<file path="config.mk">
export PLATFORM = sky130hd
export DESIGN_NAME = fir_interp_x2
export DESIGN_NICKNAME = d
export VERILOG_FILES = /design/src/rtl/fir_interp_x2.sv
export SDC_FILE = /design/constraint.sdc
export NUM_CORES = 1
export LEC_CHECK = 0
export BUFFER_PORTS_ARGS = -buffer_cell sky130_fd_sc_hd__buf_4
export CORE_ASPECT_RATIO = 0.8
export CORE_UTILIZATION = 69
export DETAILED_ROUTE_END_ITERATION = 6
export MAX_ROUTING_LAYER = met4
export PLACE_DENSITY = 0.88
export SETUP_SLACK_MARGIN = 0.2
export SKIP_CTS_REPAIR_TIMING = 1
export SYNTH_ARGS = -nofsm -noshare
export SYNTH_HDL_FRONTEND = slang
export SYNTH_SLANG_ARGS = --single-unit
</file>
<file path="constraint.sdc">
create_clock -name clk -period 16 [get_ports clk]
set_input_delay 3.2 -clock clk [delete_from_list [all_inputs] [get_ports clk]]
set_output_delay 3.2 -clock clk [all_outputs]
set_load 0.005 [all_outputs]
</file>
<file path="src/rtl/fir_interp_x2.sv">
// fir_interp_x2 : interpolate-by-2 polyphase FIR built on one time-shared MAC.
// Every accepted 8-bit sample produces two filtered outputs: the even phase
// first, then the odd phase. The 8-tap prototype filter is symmetric,
// h = {C0,C1,C2,C3,C3,C2,C1,C0}.
//   even = C0*d0 + C2*d1 + C3*d2 + C1*d3
//   odd  = C1*d0 + C3*d1 + C2*d2 + C0*d3
// Ports:
//   clk, rst           rising-edge clock; asynchronous active-low reset
//   x_in, in_valid     signed input sample and its valid
//   in_ready           high only in IDLE (forced low while in reset)
//   y_out, out_valid   registered signed result and its valid
//   out_ready          downstream accepts y_out
module fir_interp_x2 #(
  parameter int COEF_W    = 16,
  parameter int C0        = -1024,
  parameter int C1        = 2048,
  parameter int C2        = 5120,
  parameter int C3        = 10240,
  parameter int OUT_SHIFT = 14,
  parameter int OUT_W     = 10
) (
  input  logic             clk,
  input  logic             rst,
  input  logic [7:0]       x_in,
  input  logic             in_valid,
  output logic             in_ready,
  output logic [OUT_W-1:0] y_out,
  output logic             out_valid,
  input  logic             out_ready
);

  localparam int PROD_W = 8 + COEF_W;
  // Two guard bits: four products of at most 8+COEF_W bits each cannot overflow.
  localparam int ACC_W  = 8 + COEF_W + 2;

  localparam logic signed [COEF_W-1:0] K0 = COEF_W'(C0);
  localparam logic signed [COEF_W-1:0] K1 = COEF_W'(C1);
  localparam logic signed [COEF_W-1:0] K2 = COEF_W'(C2);
  localparam logic signed [COEF_W-1:0] K3 = COEF_W'(C3);

  localparam logic signed [ACC_W-1:0] SAT_HI = ACC_W'((1 <<< (OUT_W-1)) - 1);
  localparam logic signed [ACC_W-1:0] SAT_LO = ACC_W'(-(1 <<< (OUT_W-1)));

  typedef enum logic [2:0] {IDLE, MAC_EVEN, OUT_EVEN, MAC_ODD, OUT_ODD} state_t;

  state_t state, state_nxt;

  logic signed [7:0]        d [4];
  logic signed [ACC_W-1:0]  acc;
  logic [1:0]               cnt;

  logic signed [7:0]        dsel;
  logic signed [COEF_W-1:0] coef;
  logic signed [PROD_W-1:0] prod;
  logic signed [ACC_W-1:0]  sum;
  logic signed [ACC_W-1:0]  shifted;
  logic [OUT_W-1:0]         y_sat;

  logic hs_in, hs_out, mac_last;

  assign hs_in    = in_valid & in_ready;
  assign hs_out   = out_valid & out_ready;
  assign mac_last = (cnt == 2'd3);

  // State register
  always_ff @(posedge clk or negedge rst) begin
    if (!rst) state <= IDLE;
    else      state <= state_nxt;
  end

  // Next-state logic
  always_comb begin
    state_nxt = state;
    unique case (state)
      IDLE:     if (hs_in)    state_nxt = MAC_EVEN;
      MAC_EVEN: if (mac_last) state_nxt = OUT_EVEN;
      OUT_EVEN: if (hs_out)   state_nxt = MAC_ODD;
      MAC_ODD:  if (mac_last) state_nxt = OUT_ODD;
      OUT_ODD:  if (hs_out)   state_nxt = IDLE;
      default:                state_nxt = IDLE;
    endcase
  end

  // Outputs decoded from state
  always_comb begin
    in_ready = rst & (state == IDLE);
  end

  // Tap select: the odd phase walks the even coefficient list backwards.
  always_comb begin
    dsel = d[cnt];
    coef = '0;
    if (state == MAC_ODD) begin
      unique case (cnt)
        2'd0:    coef = K1;
        2'd1:    coef = K3;
        2'd2:    coef = K2;
        default: coef = K0;
      endcase
    end else begin
      unique case (cnt)
        2'd0:    coef = K0;
        2'd1:    coef = K2;
        2'd2:    coef = K3;
        default: coef = K1;
      endcase
    end
  end

  // MAC and output scaling; >>> floors toward -inf before clamping.
  always_comb begin
    prod    = dsel * coef;
    sum     = acc + ACC_W'(prod);
    shifted = sum >>> OUT_SHIFT;
    if (shifted > SAT_HI)      y_sat = SAT_HI[OUT_W-1:0];
    else if (shifted < SAT_LO) y_sat = SAT_LO[OUT_W-1:0];
    else                       y_sat = shifted[OUT_W-1:0];
  end

  // Datapath: delay line, accumulator, tap counter, output register
  always_ff @(posedge clk or negedge rst) begin
    if (!rst) begin
      for (int i = 0; i < 4; i++) d[i] <= '0;
      acc       <= '0;
      cnt       <= '0;
      y_out     <= '0;
      out_valid <= 1'b0;
    end else begin
      unique case (state)
        IDLE: begin
          if (hs_in) begin
            d[3] <= d[2];
            d[2] <= d[1];
            d[1] <= d[0];
            d[0] <= signed'(x_in);
            acc  <= '0;
            cnt  <= '0;
          end
        end
        MAC_EVEN, MAC_ODD: begin
          acc <= sum;
          cnt <= cnt + 2'd1;
          if (mac_last) begin
            y_out     <= y_sat;
            out_valid <= 1'b1;
          end
        end
        OUT_EVEN: begin
          if (hs_out) begin
            out_valid <= 1'b0;
            acc       <= '0;
            cnt       <= '0;
          end
        end
        OUT_ODD: begin
          if (hs_out) out_valid <= 1'b0;
        end
        default: ;
      endcase
    end
  end

endmodule

</file>
* Yosys cells after proc, flatten, opt, wreduce, memory -nomap -nowiden
Cells that the tools add are included.
W data, S select, Z words.
** Word-level totals
- Input port bits :: 12
- Word-level logic and storage cells :: 67
- Bits in registers :: 74
** Cells by class
- Multiplexer cells :: 23
- Reductions and logical operators :: 11
- Multipliers :: 1
- Bitwise logic cells :: 4
- Eq/ne operators :: 14
- Order comparisons :: 3
- Add/sub/neg operators :: 2
** Operator list (count)
- $pmux W16 S3 :: 2
- $pmux W26 S3 :: 1
- $mux W26 :: 2
- $add A26 B24 Y26 :: 1
- $mul A8 B16 Y24 :: 1
- $mux W10 :: 2
- $bmux W8 S2 :: 1
- $mux W16 :: 1
- $mux W8 :: 2
- $mux W3 :: 5
- $pmux W3 S5 :: 1
- $gt A12 B10 Y1 const B :: 1
- $lt A12 B10 Y1 const B :: 1
- $ne A2 B2 Y1 const B :: 6
- $eq A3 B2 Y1 const B :: 2
- $pmux W2 S3 :: 1
- $reduce_and A3 Y1 :: 2
- $reduce_and A5 Y1 :: 1
- $eq A2 B2 Y1 const B :: 2
- $mux W2 :: 2
- $reduce_and A2 Y1 :: 2
- $reduce_or A2 Y1 :: 2
- $and A1 B1 Y1 :: 3
- $eq A3 B1 Y1 const B :: 1
- other kinds (12) :: 13

* Logic depth before layout (Yosys ltp)
- Depth after elaboration :: 9
- Depth in mapped cells :: 27
- Gate-level depth less buffers :: 22

* Worst setup path after synthesis
OpenSTA, ideal clock, no wires.
- Kind :: input-to-output
- From :: in rst
- To :: out in_ready
- Path slack :: 9.262 ns
- Data arrival time :: 3.538 ns
- Buffers on the path :: 0
- Cell stages on the path :: 1
- Path through :: nor4b_1
** Between the ends
- Cells in the longest elaborated chain, start to end :: 1
** Ends and longest elaborated chain
- start: declaration :: line 23 : input logic rst,
- $and A1 B1 Y1 :: line 86 : in_ready = rst & (state == IDLE);
- end: declaration :: line 26 : output logic in_ready,
No other way between the ends.

* Worst setup path after layout
Same ends and word-level chain as after synthesis.

==> impl_metrics.json <==
{
  "outcome": "finished, final reports clean",
  "insertion_delay_ps": 330,
  "ys_warn_count": 0,
  "worstReg2RegStart": "cnt[0]",
  "num_antenna_cells": 0,
  "relSlewSlack": 0.447,
  "path_buf_inv": 2,
  "crit_slowest_cell": "buf_4",
  "post-route-min-period_ps": 7680,
  "place_congestion": 0.847,
  "cts_max_path_buffers": 2,
  "hold_violations": 0,
  "die_y_um": 86.8,
  "startpoint": "rst",
  "ys_seq_area_frac": 0.270,
  "synth_fp_nets": 708,
  "drt_pass1_iterations": 5,
  "synthCells": 565,
  "drive_above_1_share": 0.160,
  "synth_cell_types": 50,
  "io_buffers": 23,
  "htree_levels": 3,
  "crit_top_cell": "buf_4",
  "r2r_cells": 20,
  "gr-total-overflow": 0,
  "nFillCells": 515,
  "core_area_um2": 8600,
  "grt_first_pass_wirelength_mm": 21.3,
  "yosys.area.top_type_share": 0.270,
  "cp_data_required_time_ps": 12800,
  "first_global_vias": 4354,
  "r2r_setup_slack_ps": 8820,
  "finalCritPeriodShare": 0.480,
  "final-setup-viol-count": 0,
  "crit_end": "in_ready",
  "area_growth_pct": 7.02,
  "dp_hpwl_mm": 9.84,
  "num_vias": 4122,
  "syn_avg_cell_area_um2": 11.0,
  "cts_buffers": 9,
  "num_rows": 30,
  "path_clk_slew_ps": 60,
  "dr.first_iter.drc_count": 285,
  "die-width_um": 108,
  "grt_max_degree": 69,
  "cts.sinks": 67,
  "crit_chain": "buf_4, nor4b_1, buf_4",
  "r2r-end": "y_out[3]",
  "cpPeakStageDelay_ps": 610,
  "ys.flop_type": "dfrtp_1",
  "clockRootBuffer": "clkbuf_8",
  "synth_commonest_cells": "inv_1, dfrtp_1, ha_1",
  "rsz0062_at_grt": "no",
  "finClkSkew_ps": 5.74,
  "layout.nets": 725,
  "crit_fanout": 68,
  "end_kind": "primary output",
  "path_depth": 3,
  "cts_tree": "yes",
  "synth_top_area_cell": "dfrtp_1",
  "pin_count": 24,
  "crit_path_start_kind": "input port",
  "synth.area.top_cells": "dfrtp_1, fa_1, ha_1, mux2_2, inv_1",
  "drc": 0,
  "route.final.wire_length_mm": 12.4,
  "setup_tns_ps": 0,
  "ant_nets": 0,
  "setup.worst_path.class": "input port to primary output",
  "syn_area_um2": 6200,
  "yosysMostFrequentCell": "inv_1",
  "grt.total_usage": 0.312,
  "min_path_type": "register to register",
  "synth-seq-cells": 67,
  "vias_per_cell": 5.90,
  "fin_ws_ps": 8320,
  "wl_per_cell_um": 17.7,
  "max_cap_violations": 0,
  "antenna_found_initial": 0,
  "dieArea_um2": 9370,
  "maxSlewViolCount": 0,
  "start_util": 0.721,
  "synth_enable_flop_cells": 0,
  "worstMarginPinSlew_ps": 829,
  "cp_top_family": "buffers and inverters",
  "critical_path_arrival_ps": 4480,
  "ys_async_sr_fraction": 1.00,
  "place_ws_ps": 8280,
  "clock.fmax_mhz": 130
}
stage by stage:
stage | utilization | cell area (um^2) | hold WS, ps | cells
6_report | 0.772 | 6640 | 492 | 699
3_3_place_gp | 0.750 | 6440 | 469 | 683
3_5_place_dp | 0.750 | 6440 | 479 | 683
5_1_grt | 0.772 | 6640 | 527 | 699
4_1_cts | 0.772 | 6640 | 493 | 699
2_1_floorplan | - | 6200 | 450 | 565
registers in the layout, indices dropped and copies added, names as in the netlist:
name       count
state          3
out_valid      1
d             32
cnt            2
y_out         10
acc           19
layout by cell type, fill, tap and decap left out, drive strengths merged, types with 6 or more instances in the layout:
cell and instances:
inv 81, dfrtp 67, ha 66, fa 65, nand2 50, mux2 32, o21ai 31, buf 26
a21oi 22, xnor2 18, and2 17, clkbuf 15, nor2 14, a22o 11, xor2 10, mux4 8
o21bai 6
cells by family (layout without fill, tap and decap cells):
logic type / after synthesis / after routing / share of synthesized area
adders and majority gates: 131 / 131 / 0.343
and+or+nand+nor: 101 / 101 / 0.0775
buffers and inverters: 101 / 123 / 0.0638
AOI/OAI and AO/OA: 96 / 96 / 0.116
DFF: 67 / 67 / 0.270
muxes: 41 / 41 / 0.0888
xor gates and xnor gates: 28 / 28 / 0.0408
worst min path at each step:
stage | from | endpoint | slack (ps) | cells after the start
floorplan | acc[11] | acc[11] | 450 | 2
global placement | acc[13] | acc[13] | 470 | 2
detailed placement | y_out[1] | y_out[1] | 480 | 2
CTS | y_out[1] | y_out[1] | 490 | 2
global route | y_out[9] | y_out[9] | 530 | 2
finish | acc[13] | acc[13] | 490 | 2
metal layers:
| metal | global-route usage | routed length (um) |
|---|---|---|
| met5 | - | 0 |
| met4 | 0.0760 | 182 |
| met1 | 0.431 | 5480 |
| met2 | 0.498 | 5970 |
| met3 | 0.0406 | 739 |
tightest hold or removal path, delay by kind of cell, from the launching register on:
kind,cells,cell delay [ps]
AO/OA/AOI/OAI,1,70
AND/OR/NAND/NOR,1,50
flip-flops,1,340
layout make-up:
| class | instances | area [um^2] | share of cell area |
|---|---|---|---|
| clock inverters | 1 | 5.00 | 0.000754 |
| inverters | 81 | 304 | 0.0458 |
| flip-flops and latches | 67 | 1680 | 0.253 |
| well taps | 112 | 140 | 0.0211 |
| multi-input cells | 397 | 4130 | 0.622 |
| clock buffers | 15 | 186 | 0.0281 |
| repair buffers | 26 | 195 | 0.0294 |
Power is left out: the tool's default activity adds up to more than one toggle a clock period on the data nets, which glitch-free logic cannot reach.
